**src/rtl/mem_wb_pipe_unit.sv**
```systemverilog
// MEM->WB pipeline register with a two-entry skid buffer, writeback data select
// and a saturating back-pressure counter.
module mem_wb_pipe_unit #(
   parameter int          CORE       = 0,
   parameter int unsigned DATA_WIDTH = 32,
   parameter int unsigned REG_BITS   = 5,
   parameter int unsigned CNT_WIDTH  = 16
) (
   input  logic                  clock,
   input  logic                  reset,
   input  logic                  flush,
   input  logic                  mem_valid,
   output logic                  mem_ready,
   input  logic                  mem_regWrite,
   input  logic                  mem_memRead,
   input  logic [REG_BITS-1:0]   mem_rd,
   input  logic [DATA_WIDTH-1:0] mem_memory_data,
   input  logic [DATA_WIDTH-1:0] mem_ALU_result,
   output logic                  wb_valid,
   input  logic                  wb_ready,
   output logic                  wb_regWrite,
   output logic                  wb_memRead,
   output logic [REG_BITS-1:0]   wb_rd,
   output logic [DATA_WIDTH-1:0] wb_write_data,
   output logic [CNT_WIDTH-1:0]  stall_count
);

   localparam logic [CNT_WIDTH-1:0] STALL_MAX = '1;

   typedef struct packed {
      logic                  reg_write;
      logic                  mem_read;
      logic [REG_BITS-1:0]   rd;
      logic [DATA_WIDTH-1:0] data;
   } entry_t;

   typedef enum logic [1:0] {
      S_EMPTY = 2'd0,
      S_ONE   = 2'd1,
      S_FULL  = 2'd2
   } state_t;

   // The core index is a pure tag; only reject nonsensical values.
   if (CORE < 0) begin : g_core_check
      $error("mem_wb_pipe_unit: CORE must be non-negative");
   end

   state_t                 state, state_nxt;
   entry_t                 main_q, main_nxt;
   entry_t                 skid_q, skid_nxt;
   entry_t                 in_entry;
   logic                   ready_q, ready_nxt;
   logic                   valid_q, valid_nxt;
   logic [CNT_WIDTH-1:0]   stall_q, stall_nxt;
   logic                   accept;
   logic                   consume;

   // State and datapath registers; reset clears held entries immediately.
   always_ff @(posedge clock or negedge reset) begin
      if (!reset) begin
         state   <= S_EMPTY;
         main_q  <= '0;
         skid_q  <= '0;
         ready_q <= 1'b0;
         valid_q <= 1'b0;
         stall_q <= '0;
      end else begin
         state   <= state_nxt;
         main_q  <= main_nxt;
         skid_q  <= skid_nxt;
         ready_q <= ready_nxt;
         valid_q <= valid_nxt;
         stall_q <= stall_nxt;
      end
   end

   // Next-state, entry movement and counter update.
   always_comb begin
      state_nxt = state;
      main_nxt  = main_q;
      skid_nxt  = skid_q;
      stall_nxt = stall_q;

      accept  = mem_valid & ready_q;
      consume = valid_q & wb_ready;

      in_entry.reg_write = mem_regWrite & (mem_rd != '0);
      in_entry.mem_read  = mem_memRead;
      in_entry.rd        = mem_rd;
      in_entry.data      = mem_memRead ? mem_memory_data : mem_ALU_result;

      if (flush) begin
         state_nxt = S_EMPTY;
      end else begin
         unique case (state)
            S_EMPTY: begin
               if (accept) begin
                  main_nxt  = in_entry;
                  state_nxt = S_ONE;
               end
            end
            S_ONE: begin
               if (accept && consume) begin
                  main_nxt = in_entry;
               end else if (accept) begin
                  skid_nxt  = in_entry;
                  state_nxt = S_FULL;
               end else if (consume) begin
                  state_nxt = S_EMPTY;
               end
            end
            S_FULL: begin
               if (consume) begin
                  main_nxt  = skid_q;
                  state_nxt = S_ONE;
               end
            end
            default: state_nxt = S_EMPTY;
         endcase
      end

      ready_nxt = (state_nxt != S_FULL);
      valid_nxt = (state_nxt != S_EMPTY);

      // Back-pressure counting ignores flush on purpose.
      if (mem_valid && !ready_q && (stall_q != STALL_MAX)) begin
         stall_nxt = stall_q + CNT_WIDTH'(1);
      end
   end

   assign mem_ready     = ready_q;
   assign wb_valid      = valid_q;
   assign wb_regWrite   = main_q.reg_write;
   assign wb_memRead    = main_q.mem_read;
   assign wb_rd         = main_q.rd;
   assign wb_write_data = main_q.data;
   assign stall_count   = stall_q;

endmodule

```
**config.mk**
```make
export PLATFORM = sky130hd
export DESIGN_NAME = mem_wb_pipe_unit
export DESIGN_NICKNAME = d
export VERILOG_FILES = /design/src/rtl/mem_wb_pipe_unit.sv
export SDC_FILE = /design/constraint.sdc
export NUM_CORES = 1
export LEC_CHECK = 0
export BUFFER_PORTS_ARGS = -buffer_cell sky130_fd_sc_hd__buf_2
export CAP_MARGIN = 20
export CORE_MARGIN = 5
export CORE_UTILIZATION = 55
export CTS_CLUSTER_DIAMETER = 60
export DETAILED_ROUTE_END_ITERATION = 12
export GPL_ROUTABILITY_DRIVEN = 0
export PLACE_DENSITY_LB_ADDON = 0.2
export SLEW_MARGIN = 20
export SYNTH_ARGS = -nofsm -noshare
export SYNTH_HDL_FRONTEND = slang
export SYNTH_SLANG_ARGS = --single-unit
```
**constraint.sdc**
```tcl
create_clock -name clock -period 2.7 [get_ports clock]
set_input_delay 0.135 -clock clock [delete_from_list [all_inputs] [get_ports clock]]
set_output_delay 0.135 -clock clock [all_outputs]
set_load 0.005 [all_outputs]
```
======== Yosys cells after proc, flatten, opt, wreduce, memory -nomap -nowiden ========
Cells that the tools add are included.
operators by class
  equal/unequal tests ..................... 7
  bitwise operators ....................... 5
  mux-type cells .......................... 12
  reductions and logical operators ........ 10
  add/subtract/negate cells ............... 1
operators by type and width
  cell                     count
  $mux W39                 3
  $pmux W39 S3             1
  $mux W32                 1
  $add A16 B1 Y16 const B  1
  $ne A16 B16 Y1 const B   1
  $mux W2                  6
  $ne A2 B2 Y1 const B     4
  $pmux W2 S3              1
  $reduce_and A5 Y1        1
  $reduce_bool A5 Y1       1
  $reduce_and A4 Y1        1
  $and A1 B1 Y1            3
  $logic_and A1 B1 Y1      3
  $reduce_bool A3 Y1       1
  $eq A2 B1 Y1 const B     1
  $eq A2 B2 Y1 const B     1
  $logic_not A2 Y1         1
  $not A1 Y1               2
  $reduce_bool A2 Y1       1
  $logic_not A1 Y1         1
word-level totals
  register bits after elaboration ......... 98
  output and inout port bits .............. 57

======== Depth between registers and ports, before layout ========
Gate-level depths: netlist of run 1.
  word-level depth ........................ 7
  gate-level depth with buffers ........... 7
  depth with buffers taken out ............ 5

======== Least setup slack after synthesis of run 1 ========
No wires, ideal clock.
  path kind ............................... register -> register
  start ................................... reg stall_q[0], in the netlist stall_count[0]
  end ..................................... reg stall_q[10], in the netlist stall_count[10]
  setup time .............................. 138 ps
  data required time ...................... 2562 ps
  setup slack ............................. 963 ps
  arrival ................................. 1599 ps
  stages on the path, launching flop included .. 7
  cell sequence ........................... dfrtp_1 > ha_1 > nand4_2 > nor4_4 > buf_6 > nor4_1 > xor2_1
on the way
  cells in the longest elaborated chain, start to end .. 2
  elaborated cells between the ends (all ways) .. 3
RTL lines
  item                                                     line  source
  from (decl)                                              54    logic [CNT_WIDTH-1:0] stall_q, stall_nxt;
  from (signal assigned)                                   73    stall_q <= stall_nxt;
  branches (longest 2 deep; another with $add A16 B1 Y16)  -
Parallel ways; which one is timed is not known.
A chain may end at the register's enable or synchronous reset.

======== Final worst setup path of run 1 ========
  start ................................... reg stall_q[0], in the netlist stall_count[0]
  end ..................................... reg stall_q[1], in the netlist stall_count[1]
The elaborated chain is that of the path after synthesis.

==> qor.yml, run 1 <==
yosysTopAreaCell: "dfrtp_1"
drtPass1Iterations: 4
cts_tree: "built"
arrival_ns: 2.28
num_rows: 33
outcome: "finished clean"
dpl.hpwl_mm: 6.931
avgSynthCellArea_um2: 11.27
dieHeight_um: 101.2
fmax_mhz: 487.6
setup_viol: 0
initial_core_util: 0.5597
finalCritPeriodShare: 0.7596
grt_setup_unrepaired: "no"
path_max_fanout: 10
syn-cell-area_um2: 4576
ys_seq_elements: 98
p_switching_mw: 1.219
cts.sinks: 98
cts_setup_buffers: 0
postCtsResizedCells: 0
coreArea_um2: 8175
overflow: 0
io_buffers: 132
tightest_slew_ns: 0.6322
synth_cell_types: 38
multi_input_area_um2: 2003
grt_max_degree: 51
remaining_drc_errors: 0
vias: 3422
drive_above_1_share: 0.3862
antenna_cells: 0
critPathRequiredTime_ns: 2.93
mostFrequentLayoutCells: "buf_2 (131), dfrtp_1 (98), nand2_1 (71)"
whs_path_depth: 2
grt_antenna_before_repair: 0
yosys-top-cells-area: "dfrtp_1 (54%), mux2_2 (10%), o21ai_0 (7.3%)"
nNetsFinal: 609
layout_commonest_cell: "buf_2"
fin_skew_ns: 0.008571
fillers: 676
p_clk_frac: 0.233
crit_path_start_kind: "register"
end_kind: "register"
numCtsBuffers: 9
pin_count: 133
syn2layout_area_growth_pct: 21.14
syn-num-nets: 483
die_w_um: 101.2
track_usage: 0.1951
hold_violations: 0
finalSetupTns_ns: 0
p_leak_nw: 2.682
p_sw_frac: 0.2853
drt_iter0_drc: 103
reg2reg_to: "stall_count[1]$_DFFE_PN0P_"
ff_latch_area_um2: 2452
synth_top_area_frac: 0.5360
max_cap_violations: 0
die_area_um2: 10240
ys_seq_area_frac: 0.5360
relSlewSlack: 0.5785
cts_root_buf: "clkbuf_8"
r2r_start: "stall_count[0]$_DFFE_PN0P_"
p_int_mw: 3.054
vias_per_cell: 5.339
ctsLongestPathBuffers: 2
seqPwrFrac: 0.527
avgRoutedWirePerCell_um: 14.79
hold_end: "state[0]$_DFF_PN0_"
grt_pass1_vias: 3413
critPathKind: "reg2reg"
powerDensity_nw_per_um2: 771.0
grt_pass1_wl_mm: 16.04
pre_cts_ws_ns: 0.6659
final-max-slew-violation-count: 0
worst_slack_ns: 0.6491
htreeDepth: 3
r2r_slack_ns: 0.65
antenna_left: 0
ys_warn_count: 0
worstHoldPathType: "in2reg"
ir_worst_vdd_v: 0.0004696
reg2regPathDepth: 6
hold_start: "flush"
comb_power_share: 0.240
fin_crit_ns: 2.051
syn_inst: 406
clkTransAtPathRegs_ns: 0.09
totalWireLength_mm: 9.480
insertion_delay_ns: 0.34
[state kept, by name, summed over array words and instances (netlist names)]
name           cells
wb_write_data     32
wb_rd              5
state              2
mem_ready          1
wb_regWrite        1
stall_count       16
skid_q            39
wb_valid           1
wb_memRead         1
[per-stage QoR]
step	std cells	total power [mW]	area (µm²)	hold WS, ns	utilization
after floorplan	406	2.816	4576	-0.1606	-
after global placement	625	3.260	5326	0.1951	0.6515
after detailed placement	625	3.339	5326	0.1983	0.6515
after CTS	641	4.333	5543	0.02094	0.6780
after global routing	641	4.581	5543	0.03101	0.6780
final	641	4.273	5543	0.03309	0.6780
[Yosys cell counts (all sizes together)]
| library cell | number |
|---|---|
| a21o | 1 |
| a21oi | 2 |
| a22oi | 1 |
| a31oi | 1 |
| and3 | 1 |
| and3b | 1 |
| and4 | 1 |
| buf | 16 |
| clkbuf | 10 |
| dfrtp | 98 |
| ha | 1 |
| inv | 1 |
| mux2 | 52 |
| mux2i | 32 |
| nand2 | 71 |
| nand2b | 3 |
| nand3 | 7 |
| nand3b | 1 |
| nand4 | 4 |
| nor2 | 2 |
| nor2b | 1 |
| nor3 | 6 |
| nor3b | 1 |
| nor4 | 5 |
| nor4b | 2 |
| o211ai | 1 |
| o21ai | 67 |
| or3 | 1 |
| or4 | 1 |
| xor2 | 15 |
[metal layers]
metal	wire length (µm)	track usage	share of wire	up-vias
met3	646	0.04270	0.068	9
met2	4593	0.3159	0.48	91
met1	4142	0.2645	0.44	1647
li1	-	-	-	1675
met5	0	0	0	-
met4	98	0.06135	0.010	0
[worst max-delay path by stage]
stage / endpoint / start / depth (start not counted)
after floorplan: stall_count[10]$_DFFE_PN0P_ / stall_count[0]$_DFFE_PN0P_ / 6
after global placement: skid_q[17]$_DFFE_PN0P_ / state[1]$_DFF_PN0_ / 5
after detailed placement: skid_q[14]$_DFFE_PN0P_ / state[1]$_DFF_PN0_ / 5
after CTS: stall_count[1]$_DFFE_PN0P_ / stall_count[0]$_DFFE_PN0P_ / 6
after global routing: skid_q[12]$_DFFE_PN0P_ / state[1]$_DFF_PN0_ / 5
final: stall_count[1]$_DFFE_PN0P_ / stall_count[0]$_DFFE_PN0P_ / 6
[worst max-delay path, stage by stage, from the launching register on]
cell	delay, ns
dfrtp_1	0.42
ha_1	0.21
nand4_2	0.22
nor4_4	0.43
buf_4	0.26
nor2_2	0.06
mux2_1	0.32
[power groups by stage]
| stage | Combinational [mW] | Sequential, mW | Clock, mW |
|---|---|---|---|
| floorplan | 0.560 | 2.26 | 0 |
| global placement | 1.01 | 2.25 | 0 |
| detailed placement | 1.05 | 2.29 | 0 |
| CTS | 1.05 | 2.26 | 1.02 |
| global route | 1.18 | 2.32 | 1.08 |
| finish | 1.03 | 2.25 | 0.995 |
[what timing repair did]
action,CTS,global route
hold buffers,1,0
hold endpoints to repair,48,0
endpoints found under the setup margin,0,0
[cell families (layout without fill, tap and decap cells)]
kind of cell             count (synthesis)  after routing  share of synthesized area
flip-flops                              98             98                     0.5360
adder cells (fa/ha/maj)                  1              1                   0.002734
XOR/XNOR                                15             15                    0.02871
AO/OA/AOI/OAI                           73             73                    0.08286
AND/OR/NAND/NOR                        108            108                     0.1203
multiplexers                            84             84                     0.1980
buffers and inverters                   27            157                    0.03145
[area by class of cell]
class	count	share of cell area
Clock buffer	10	0.02302
Clock inverter	5	0.01422
Inverter	1	0.0006772
Multi-Input combinational cell	281	0.3614
Sequential cell	98	0.4424
Tap cell	105	0.02370
Timing Repair Buffer	141	0.1345
No activity file was read; power rests on OpenSTA's default activity.
==> run 2: changes to the inputs <==
CORE_UTILIZATION = 52   (was 55)
clock period = 1.95 ns   (was 2.7 ns; I/O delays follow)
==> run 2 against run 1 <==
  * Sequential share of layout area down 0.85 points
  * Clock power is 36% higher
  * Setup slack worse by 0.48 ns
  * Via count is 0.70% higher
  * Total power increased by 39%
  * Register-to-register slack worse by 0.48 ns
  * Cell count grew 1.9%
  * Non-clock buffer count is 8 higher
  * Final area up 2.0%
  * Global-route usage shrank 1.2 points
  * Critical path type unchanged
  * Highest routed layer unchanged
==> qor.yml, run 2 (synthesis results as in run 1) <==
grt_setup_unrepaired: "no"
vias: 3446
fin_skew_ns: 0.01399
ctsLongestPathBuffers: 2
crit_path_start_kind: "register"
final-max-slew-violation-count: 0
drtPass1Iterations: 4
vias_per_cell: 5.277
p_leak_nw: 2.723
hold_end: "skid_q[36]$_DFFE_PN0P_"
numCtsBuffers: 9
coreArea_um2: 8636
overflow: 0
critPathKind: "reg2reg"
worstHoldPathType: "in2reg"
totalWireLength_mm: 9.821
end_kind: "register"
max_cap_violations: 0
hold_violations: 0
mostFrequentLayoutCells: "buf_2 (131), dfrtp_1 (98), nand2_1 (71)"
fillers: 721
drt_iter0_drc: 90
layout_commonest_cell: "buf_2"
outcome: "finished clean"
grt_pass1_vias: 3531
setup_viol: 0
postLayoutCellArea_um2: 5652
critPathRequiredTime_ns: 2.17
dieHeight_um: 103.8
path_max_fanout: 10
r2r_slack_ns: 0.17
cts.sinks: 98
finish.utilization: 0.6544
largest_reg_flops: 39
startpoint: "stall_count[0]$_DFFE_PN0P_"
place_area_um2: 5413
relSlewSlack: 0.5914
grt_max_degree: 51
htreeDepth: 3
power_mw: 5.930
remaining_drc_errors: 0
tightest_slew_ns: 0.6128
num_rows: 34
finalSetupTns_ns: 0
r2r_start: "stall_count[0]$_DFFE_PN0P_"
grt_pass1_wl_mm: 16.75
initial_core_util: 0.5298
whs_ns: 0.01654
die_area_um2: 10780
syn2layout_area_growth_pct: 23.52
antenna_left: 0
grt_antenna_before_repair: 0
die_w_um: 103.8
insertion_delay_ns: 0.35
dpl.hpwl_mm: 7.169
clkTransAtPathRegs_ns: 0.10
reg2regPathDepth: 6
ff_latch_area_um2: 2452
antenna_cells: 0
reg2reg_to: "stall_count[10]$_DFFE_PN0P_"
powerDensity_nw_per_um2: 1049
ir_worst_vdd_v: 0.0005740
whs_path_depth: 2
cts_tree: "built"
avgRoutedWirePerCell_um: 15.04
drive_above_1_share: 0.3945
nNetsFinal: 617
pin_count: 133
cts_root_buf: "clkbuf_8"
fmax_mhz: 562.8
multi_input_area_um2: 2003
arrival_ns: 2.00
top_register: "skid_q"
hold_start: "mem_rd[4]"
fin_crit_ns: 1.777
io_buffers: 132
finalCritPeriodShare: 0.9112
track_usage: 0.1828
==> run 2: cell types whose count changed in the layout (fill, tap and decap cells not counted), sizes merged <==
cell | before | now
buf | 140 | 146
bufinv | 2 | 1
clkinv | 2 | 0
clkinvlp | 0 | 2
dlygate4sd3 | 1 | 3
inv | 2 | 4
==> run 2: worst max-delay path by stage <==
stage	to	slack, ns	depth (start not counted)
4_1_cts	stall_count[12]$_DFFE_PN0P_	0.16	6
6_report	stall_count[10]$_DFFE_PN0P_	0.17	6
2_1_floorplan	stall_count[10]$_DFFE_PN0P_	0.21	6
5_1_grt	stall_count[12]$_DFFE_PN0P_	0.06	6
3_5_place_dp	stall_count[10]$_DFFE_PN0P_	0.18	6
3_3_place_gp	wb_write_data[14]$_DFFE_PN0P_	0.26	5
==> run 2: layer usage <==
layer,GRT usage,vias up,share of wire
met3,0.04478,4,0.057
met4,0.04995,0,0.0071
met2,0.2923,82,0.48
met1,0.2494,1673,0.46
met5,0,-,0
li1,-,1687,-
==> run 2: repair_timing <==
item / in CTS / in global routing
resized for setup: 0 / 0
hold endpoints to repair: 50 / 0
hold buffers: 3 / 0
setup buffers: 0 / 0
==> run 2: final cells by class <==
class,count,share of cell area
Clock buffer,10,0.02435
Clock inverter,6,0.01262
Inverter,1,0.0006642
Multi-Input combinational cell,281,0.3544
Sequential cell,98,0.4339
Tap cell,108,0.02391
Timing Repair Buffer,149,0.1501
==> run 2: stage by stage <==
stage,worst slack (ns),std cells
CTS,0.1586,653
global placement,0.2613,634
finish,0.1732,653
global route,0.05966,653
floorplan,0.2125,406
detailed placement,0.1789,634
==> run 2: worst max-delay path: stages, from the launching register on <==
cell,delay (ns)
dfrtp_1,0.41
ha_1,0.22
nand4_2,0.15
nor4_4,0.38
buf_4,0.26
nor4_1,0.08
xor2_1,0.15
==> run 2: power breakdown <==
part,switching (mW),internal [mW]
clock,0.711,0.642
combinational,0.651,0.804
sequential,0.391,2.73
==> run 3: changes to the inputs <==
ABC_CLOCK_PERIOD_IN_PS = 1950   (was default)
HOLD_SLACK_MARGIN = 0.06   (was default)
==> run 3 against run 2 <==
  * Combinational power increased by 3%
  * Core utilization increased by 2.2 points
  * Register-to-register slack about the same
  * Final area increased by 3.4%
  * Wire length increased by 2.9%
  * Worst hold slack improved by 0.053 ns
  * Count of clock-buffer cells in the layout unchanged
  * Cell count increased by 2.9%
  * Sequential share of layout area decreased by 1.4 points
  * Clock power about the same
  * Via count increased by 1.9%
  * Clock skew decreased by 0.00082 ns
  * Critical path type unchanged
  * Highest routed layer unchanged
==> qor.yml, run 3 (synthesis results as in run 1) <==
outcome: "finished clean"
io_buffers: 132
hold_violations: 0
remaining_drc_errors: 0
max_stage_delay_ns: 0.41
whs_path_depth: 3
drtPass1Iterations: 4
grt_max_degree: 51
setup_viol: 0
num_rows: 34
tightest_slew_ns: 0.6120
wl_met1_mm: 4.629
grt_antenna_before_repair: 0
syn2layout_area_growth_pct: 27.67
powerDensity_nw_per_um2: 1023
path_buf_inv: 1
grt_pass1_wl_mm: 17.22
finish.utilization: 0.6765
mostFrequentLayoutCells: "buf_2 (131), dfrtp_1 (98), nand2_1 (71)"
cts_root_buf: "clkbuf_8"
initial_core_util: 0.5298
path_max_fanout: 10
arrival_ns: 2.00
worstHoldPathType: "in2reg"
grt_pass1_vias: 3615
largest_reg_flops: 39
final-max-slew-violation-count: 0
wl_met3_um: 543
critPathRequiredTime_ns: 2.17
layout_commonest_cell: "buf_2"
top_register: "skid_q"
overflow: 0
path_depth: 6
cts.sinks: 98
finalCritPeriodShare: 0.9104
drt_iter0_drc: 102
fin_crit_ns: 1.775
fillers: 701
totalWireLength_mm: 10.10
htreeDepth: 3
track_usage: 0.1885
critPathKind: "reg2reg"
crit_slowest_cell: "dfrtp_1"
fmax_mhz: 563.3
ctsLongestPathBuffers: 2
cts_tree: "built"
coreArea_um2: 8636
finalSetupTns_ns: 0
max_cap_violations: 0
fin_skew_ns: 0.01318
dr.max_layer_used: "met4"
nNetsFinal: 636
vias: 3511
antenna_left: 0
antenna_cells: 0
grt_setup_unrepaired: "no"
insertion_delay_ns: 0.35
crit_path_start_kind: "register"
path_cells: "ha_1, nand4_2, nor4_4, buf_4, nor4_1, xor2_1"
clkTransAtPathRegs_ns: 0.10
dieHeight_um: 103.8
avgRoutedWirePerCell_um: 15.03
end_kind: "register"
ir_worst_vdd_v: 0.0005411
vias_per_cell: 5.225
drive_above_1_share: 0.3812
pin_count: 133
relSlewSlack: 0.5920
wl_met2_mm: 4.857
numCtsBuffers: 9
reg2regPathDepth: 6
die_w_um: 103.8
dpl.hpwl_mm: 7.169
p_leak_nw: 2.802
path_delay_family: "simple AND/OR/NAND/NOR gates"
die_area_um2: 10780
==> run 3: changes by cell type in the layout (fill, tap and decap cells not counted) <==
cell / before / now
dlygate4sd3_1: 3 / 22
==> run 3: cell type report <==
type / instances / area (µm²) / share of cell area
repair buffers: 168 / 1039 / 0.1778
clock buffers: 10 / 137.6 / 0.02356
clock inverters: 6 / 71.32 / 0.01221
inverters: 1 / 3.754 / 0.0006425
multi-input cells: 281 / 2003 / 0.3429
well taps: 108 / 135.1 / 0.02313
flip-flops and latches: 98 / 2452 / 0.4198
==> run 3: worst reg2reg max path, delay by kind of cell, from the launching register on <==
family,cells,cell delay (ns)
flops,1,0.41
fa+ha+maj,1,0.22
simple gates,3,0.61
xor+xnor,1,0.15
buf+inv,1,0.26
==> run 3: final timing paths <==
kind	from	endpoint	slack, ns
worst min register to register	skid_q[25]$_DFFE_PN0P_	skid_q[25]$_DFFE_PN0P_	0.49
max in group asynchronous	reset	stall_count[1]$_DFFE_PN0P_	0.97
min in group asynchronous	reset	skid_q[19]$_DFFE_PN0P_	0.29
worst max-delay path	stall_count[0]$_DFFE_PN0P_	stall_count[10]$_DFFE_PN0P_	0.17
worst max register to register	stall_count[0]$_DFFE_PN0P_	stall_count[10]$_DFFE_PN0P_	0.17
worst min-delay path	mem_ALU_result[7]	skid_q[7]$_DFFE_PN0P_	0.07
==> run 3: power by group <==
group / total (mW) / internal, mW / switching [mW]
combinational: 1.49 / 0.832 / 0.661
clock: 1.35 / 0.643 / 0.712
sequential: 3.13 / 2.73 / 0.395
==> run 3: per-stage QoR <==
stage / instance area (µm²) / std cells / power, mW / worst slack [ns] / hold slack [ns]
floorplan: 4576 / 406 / 3.899 / 0.2125 / -0.1981
CTS: 5842 / 672 / 6.040 / 0.1586 / 0.06123
global route: 5842 / 672 / 6.387 / 0.05941 / 0.08735
detailed placement: 5413 / 634 / 4.650 / 0.1789 / 0.1581
global placement: 5413 / 634 / 4.546 / 0.2613 / 0.1525
finish: 5842 / 672 / 5.974 / 0.1748 / 0.06964
==> run 3: metal layers <==
metal / vias up / global-route usage
li1: 1726 / -
met5: - / 0
met2: 78 / 0.3010
met3: 4 / 0.04478
met1: 1703 / 0.2592
met4: 0 / 0.04995
==> run 3: what timing repair did <==
item / 4_1_cts / 5_1_grt
buffers inserted: 0 / 0
hold buffers: 22 / 0
resized for setup: 0 / 0
endpoints found under the hold margin: 63 / 0
endpoints found under the setup margin: 0 / 0
